<file path="config.mk">
export PLATFORM = sky130hd
export DESIGN_NAME = bicubic_hscale_element
export DESIGN_NICKNAME = d
export VERILOG_FILES = /design/src/rtl/bicubic_hscale_element.sv
export SDC_FILE = /design/constraint.sdc
export NUM_CORES = 2
export LEC_CHECK = 0
export CAP_MARGIN = 25
export CORE_MARGIN = 2
export CORE_UTILIZATION = 45
export CTS_CLUSTER_SIZE = 24
export DETAILED_ROUTE_END_ITERATION = 10
export GPL_TIMING_DRIVEN = 0
export PLACE_DENSITY = 0.71
export SKIP_CTS_REPAIR_TIMING = 1
export SLEW_MARGIN = 5
export SYNTH_ARGS = -nofsm -noshare
export SYNTH_HDL_FRONTEND = slang
export SYNTH_SLANG_ARGS = --single-unit
</file>
<file path="constraint.sdc">
create_clock -name clk -period 15.5 [get_ports clk]
set_input_delay 1.55 -clock clk [delete_from_list [all_inputs] [get_ports clk]]
set_output_delay 1.55 -clock clk [all_outputs]
set_load 0.1 [all_outputs]
</file>
<file path="src/rtl/bicubic_hscale_element.sv">
// -----------------------------------------------------------------------------
// bicubic_hscale_element
//   Horizontal 4x upscaler. One CHANNELS-wide pixel enters per input handshake.
//   Four interpolated pixels (phases 0, 1/4, 1/2, 3/4) leave per output beat.
//   Each row runs in bicubic (a = -0.5) or nearest mode, chosen at row start.
//   Row edges are handled by replicating the first and last pixels.
//
// Ports
//   clk, rst_n        clock, synchronous active-low reset
//   cfg_nearest       1 = nearest, 0 = bicubic; sampled on column 0 only
//   upsp_ac_rready    block can take an input pixel
//   ac_upsp_rdata     input pixel, channel 0 in the LSBs
//   ac_upsp_rvalid    input pixel valid
//   ac_upsp_wready    downstream takes the output beat
//   upsp_ac_wdata     four output pixels, phase 0 in the LSBs
//   upsp_ac_wvalid    output beat valid
//   cur_col_cnt       index k of the next output beat in the row
//   row_done          one-cycle pulse after the last beat of a row is taken
// -----------------------------------------------------------------------------
module bicubic_hscale_element #(
    parameter int CH_WIDTH  = 8,
    parameter int CHANNELS  = 3,
    parameter int IMG_WIDTH = 960,
    parameter int COL_CNT_W = 12
) (
    input  logic                           clk,
    input  logic                           rst_n,
    input  logic                           cfg_nearest,
    output logic                           upsp_ac_rready,
    input  logic [CH_WIDTH*CHANNELS-1:0]   ac_upsp_rdata,
    input  logic                           ac_upsp_rvalid,
    input  logic                           ac_upsp_wready,
    output logic [4*CH_WIDTH*CHANNELS-1:0] upsp_ac_wdata,
    output logic                           upsp_ac_wvalid,
    output logic [COL_CNT_W-1:0]           cur_col_cnt,
    output logic                           row_done
);

    localparam int PIX_W   = CH_WIDTH * CHANNELS;
    localparam int ACC_W   = CH_WIDTH + 9;
    localparam int PIX_MAX = (1 << CH_WIDTH) - 1;
    localparam logic [COL_CNT_W-1:0] LAST_COL = COL_CNT_W'(IMG_WIDTH - 1);

    // Bicubic taps (x128) for P[k-1], P[k], P[k+1], P[k+2], one row per phase.
    localparam int COEF [4][4] = '{
        '{  0, 128,   0,  0},
        '{ -9, 111,  29, -3},
        '{ -8,  72,  72, -8},
        '{ -3,  29, 111, -9}
    };

    typedef enum logic [1:0] {IDLE, FILL, RUN, FLUSH} state_t;

    state_t               state, state_nxt;
    // hist holds P[k], P[k+1], P[k+2] of the beat last loaded; the incoming
    // pixel completes the next window, so P[k-1] never needs its own slot.
    logic [PIX_W-1:0]     hist [3];
    logic                 mode_nearest;
    logic [COL_CNT_W-1:0] in_col;
    logic [1:0]           flush_cnt;
    logic                 in_fire, out_fire, out_free, gen_beat;
    logic [PIX_W-1:0]     shift_in;
    logic [4*PIX_W-1:0]   beat_nxt;

    function automatic logic [CH_WIDTH-1:0] cubic_ch(
        input logic [4*CH_WIDTH-1:0] taps,
        input int                    ph
    );
        logic signed [ACC_W-1:0] sum;
        logic signed [ACC_W-1:0] rnd;
        sum = '0;
        for (int t = 0; t < 4; t++)
            sum = sum + ACC_W'(COEF[ph][t]) * $signed({9'd0, taps[t*CH_WIDTH +: CH_WIDTH]});
        rnd = (sum + ACC_W'(64)) >>> 7;
        if (rnd[ACC_W-1])             return '0;
        if (rnd > ACC_W'(PIX_MAX))    return '1;
        return rnd[CH_WIDTH-1:0];
    endfunction

    function automatic logic [4*PIX_W-1:0] make_beat(
        input logic [PIX_W-1:0] p0, p1, p2, p3,
        input logic             nearest
    );
        logic [4*PIX_W-1:0]    beat;
        logic [4*CH_WIDTH-1:0] taps;
        beat = '0;
        for (int ph = 0; ph < 4; ph++) begin
            for (int ch = 0; ch < CHANNELS; ch++) begin
                taps = {p3[ch*CH_WIDTH +: CH_WIDTH], p2[ch*CH_WIDTH +: CH_WIDTH],
                        p1[ch*CH_WIDTH +: CH_WIDTH], p0[ch*CH_WIDTH +: CH_WIDTH]};
                beat[ph*PIX_W + ch*CH_WIDTH +: CH_WIDTH] =
                    nearest ? p1[ch*CH_WIDTH +: CH_WIDTH] : cubic_ch(taps, ph);
            end
        end
        return beat;
    endfunction

    assign out_free = !upsp_ac_wvalid || ac_upsp_wready;
    assign out_fire = upsp_ac_wvalid && ac_upsp_wready;
    assign in_fire  = ac_upsp_rvalid && upsp_ac_rready;

    // Held low during reset so nothing is offered as accepted while state clears.
    assign upsp_ac_rready = rst_n && ((state == IDLE) || (state == FILL) ||
                                      (state == RUN && out_free));

    assign beat_nxt = make_beat(hist[0], hist[1], hist[2], shift_in, mode_nearest);

    always_ff @(posedge clk) begin
        // NOTE: sequential state uses non-blocking assignments so every register
        // samples pre-edge values regardless of statement order.
        if (!rst_n) state <= IDLE;
        else        state <= state_nxt;
    end

    always_comb begin
        // NOTE: every signal gets a default first so no path leaves it
        // unassigned, which would otherwise infer a latch.
        state_nxt = state;
        gen_beat  = 1'b0;
        shift_in  = ac_upsp_rdata;
        case (state)
            IDLE:  if (in_fire) state_nxt = FILL;
            FILL:  if (in_fire) state_nxt = (in_col == LAST_COL) ? FLUSH : RUN;
            RUN: begin
                gen_beat = in_fire;
                if (in_fire && in_col == LAST_COL) state_nxt = FLUSH;
            end
            FLUSH: begin
                // Right edge: replicate P[W-1] into the window for the last two beats.
                shift_in = hist[2];
                gen_beat = out_free && (flush_cnt != 2'd2);
                if (out_fire && cur_col_cnt == LAST_COL) state_nxt = IDLE;
            end
            default: state_nxt = IDLE;
        endcase
    end

    always_ff @(posedge clk) begin
        if (!rst_n) begin
            // NOTE: the window is three plain flops, not a RAM, so it can be
            // cleared on reset and no stale pixel can leak into a new row.
            for (int i = 0; i < 3; i++) hist[i] <= '0;
            mode_nearest   <= 1'b0;
            in_col         <= '0;
            flush_cnt      <= '0;
            upsp_ac_wvalid <= 1'b0;
            upsp_ac_wdata  <= '0;
            cur_col_cnt    <= '0;
            row_done       <= 1'b0;
        end else begin
            row_done <= 1'b0;

            if (state == IDLE && in_fire) begin
                // Left edge: column 0 stands in for P[-1] as well as P[0].
                mode_nearest <= cfg_nearest;
                hist[1]      <= ac_upsp_rdata;
                hist[2]      <= ac_upsp_rdata;
                in_col       <= COL_CNT_W'(1);
                flush_cnt    <= '0;
            end else if ((state == FILL && in_fire) || gen_beat) begin
                hist[0] <= hist[1];
                hist[1] <= hist[2];
                hist[2] <= shift_in;
                if (in_fire) in_col <= in_col + COL_CNT_W'(1);
            end

            if (gen_beat) begin
                upsp_ac_wdata  <= beat_nxt;
                upsp_ac_wvalid <= 1'b1;
            end else if (out_fire) begin
                upsp_ac_wvalid <= 1'b0;
            end

            if (gen_beat && state == FLUSH) flush_cnt <= flush_cnt + 2'd1;

            if (out_fire) begin
                if (cur_col_cnt == LAST_COL) begin
                    cur_col_cnt <= '0;
                    row_done    <= 1'b1;
                end else begin
                    cur_col_cnt <= cur_col_cnt + COL_CNT_W'(1);
                end
            end
        end
    end

endmodule

</file>
==> flow_metrics.py <==
metrics = {
    "outcome": {
        "run_status": "completed",
    },
    "floorplanning": {
        "dieArea_sq_mm": 0.0917,
        "rows": 109,
        "io_pins": 140,
        "die_x_um": 303,
        "fp.coreArea_sq_mm": 0.0884,
        "die-height_um": 303,
        "start_util": 0.455,
    },
    "synthesis": {
        "synth_largest_area_cell": "fa_1",
        "synth_area_sq_mm": 0.0402,
        "netlist_instances": 4330,
        "synth-edff-count": 72,
        "synth_async_sr_flop_share": 0,
        "ys_warn_count": 0,
        "synth_flop_cell": "dfxtp_1",
        "synth_nets": 5674,
        "synthDistinctLibCells": 85,
        "yosysTopAreaCellShare": 0.266,
        "ys_top_cells_by_area": "fa_1, ha_1, inv_1",
        "synth.avg_cell_area_sq_um": 9.28,
        "ys_top_cells_by_count": "inv_1, ha_1, fa_1",
        "ys_ff_latch": 199,
        "yosysMostFrequentCell": "inv_1",
        "synth_seq_area_share": 0.117,
    },
    "setup_path": {
        "cpMostUsedCell": "fa_1",
        "reg2reg_slack_ns": 5.76,
        "crit_path_end_kind": "register",
        "slowest_stage": "mux2i_1",
        "criticalPathCategory": "reg2reg",
        "crit_fanout": 10,
        "crit_path_start_kind": "register",
        "critPathArrivalTime_ns": 10.11,
        "crit_chain": "ha_1 -> buf_6 -> buf_2 -> buf_2 -> buf_1 -> mux2i_1 -> inv_1 -> fa_1 -> ha_1 -> fa_1 -> inv_1 -> fa_1 -> inv_1 -> fa_1 -> ha_1 -> nand4b_1 -> o21ai_0 -> o211ai_1 -> a2111oi_0 -> o41ai_1 -> mux2_2 -> o21ai_0 -> a21oi_1",
        "path_delay_family": "adder cells",
        "critPathMaxStageDelay_ns": 0.95,
        "crit_buf_inv": 7,
        "cp_data_required_time_ns": 15.87,
    },
    "global_route": {
        "grt_pass1_vias": 31500,
        "grt_first_pass_wirelength_mm": 181,
        "antenna_found_initial": 10,
        "grt_usage": 0.263,
        "grt_overflow": 0,
        "grt_max_degree": 18,
    },
    "placed_design": {
        "place.gp.congestion": 0.989,
        "port_buffers": 138,
        "placed_cell_area_sq_mm": 0.0431,
        "hpwl_mm": 100,
    },
    "clocking": {
        "clockBufferDepth": 2,
        "cts_buffers": 17,
        "clk_latency_ns": 0.51,
        "cts_tree": "built",
        "h-tree-depth": 4,
        "cts_root_buf": "clkbuf_16",
        "cts.sink_count": 199,
        "clk_pin_slew_worst_paths_ns": 0.09,
    },
    "sta": {
        "rsz0062_at_grt": "false",
        "fin_crit_ns": 9.74,
        "fin_tns_setup_ns": 0,
        "slew_violations": 0,
        "finalCritPeriodShare": 0.628,
        "clock_skew_ns": 0.0207,
        "fmax_ghz": 0.103,
        "worst_pin_slew_ns": 1.09,
        "finalHoldViolCount": 0,
        "timing.hold.ws_ns": 0.462,
        "relSlewSlack": 0.272,
        "setup_viol": 0,
    },
    "routing": {
        "wirelength_met1_mm": 48.3,
        "wl_met3_mm": 10.2,
        "met2_wirelength_mm": 52.4,
        "drt_first_pass_iters": 5,
        "drt_iter0_drc": 2385,
        "dr_total_vias": 30800,
        "drc": 0,
        "highest_layer": "met5",
        "postRouteAntennaNets": 0,
        "via_per_inst": 5.42,
        "wl_mm": 116,
        "wire_per_inst_um": 20.5,
    },
    "layout": {
        "area_growth_pct": 8.79,
        "nNetsFinal": 5839,
        "design_area_sq_mm": 0.0437,
        "drive_above_1_share": 0.0284,
        "n_fill_cell": 8181,
    },
    "hold_path": {
        "hold_path_class": "reg2reg",
    },
    "job": {
        "cap_violations": 0,
    },
}
-- cell type report --
type	instances	area, sq um	share of cell area
Timing Repair Buffer	146	1510	0.0345
Multi-Input combinational cell	2962	31000	0.710
Sequential cell	199	4700	0.108
Buffer	52	263	0.00601
Tap cell	1165	1460	0.0334
Antenna cell	4	10.0	0.000229
Clock buffer	19	433	0.00991
Inverter	1117	4190	0.0959
Clock inverter	13	118	0.00269
-- worst register-to-register path, delay by kind of cell, from the launching register on --
| kind | cells | cell delay [ns] |
|---|---|---|
| simple gates | 1 | 0.09 |
| buf+inv | 7 | 2.54 |
| mux | 2 | 1.34 |
| flops | 1 | 0.41 |
| compound gates | 6 | 2.30 |
| fa+ha+maj | 7 | 2.94 |
-- metal layers --
metal	GRT usage	up-vias
met5	0	-
met4	0.115	2
met3	0.0576	237
met2	0.419	1151
met1	0.344	15000
li1	-	14400
-- final timing paths --
check                                          to              from  cells after the start
worst max-delay path            upsp_ac_wdata[79]          state[1]                     23
worst min-delay path             upsp_ac_wdata[8]  upsp_ac_wdata[8]                      2
worst max register to register  upsp_ac_wdata[79]          state[1]                     23
worst min register to register   upsp_ac_wdata[8]  upsp_ac_wdata[8]                      2
-- stage by stage --
step / worst slack [ns] / util / instances
after floorplan: 7.48 / - / 4330
after global placement: 5.94 / 0.487 / 5633
after detailed placement: 5.88 / 0.488 / 5639
after CTS: 5.87 / 0.494 / 5671
after global routing: 5.40 / 0.494 / 5677
final: 5.76 / 0.494 / 5677
-- registers in the layout (all words and copies together), names as in the netlist, 2 cells and up --
register       count
cur_col_cnt       12
state              2
hist              72
flush_cnt          2
in_col            12
upsp_ac_wdata     96
-- cells by family (layout without fill, tap and decap cells) --
group / count (synthesis) / count (layout) / synth area share
adders and majority gates: 1315 / 1315 / 0.509
and+or+nand+nor: 621 / 621 / 0.0758
DFF: 199 / 199 / 0.117
buffers and inverters: 1169 / 1347 / 0.111
xor gates and xnor gates: 280 / 280 / 0.0618
other: 0 / 4 / 0
muxes: 33 / 33 / 0.00919
AOI/OAI and AO/OA: 713 / 713 / 0.116
-- cells in the final DEF, fill, tap and decap left out, types with 29 or more instances in the layout --
cell type,Yosys,layout
a21o_1,50,50
xnor2_1,199,199
inv_1,1116,1116
fa_1,534,534
edfxtp_1,72,72
xor2_1,79,79
dfxtp_1,127,127
nand2_1,126,126
o221a_2,29,29
a21oi_1,200,200
nor2_1,212,212
nand3_1,48,48
nor3_1,63,63
o21a_1,33,33
o21ai_0,191,191
clkdlybuf4s50_1,0,138
nor2b_1,34,34
clkbuf_1,35,37
o21bai_1,34,34
ha_1,781,781
Power is not shown: default switching activity piles up to over one toggle a cycle in this logic, so the estimate is an artifact.
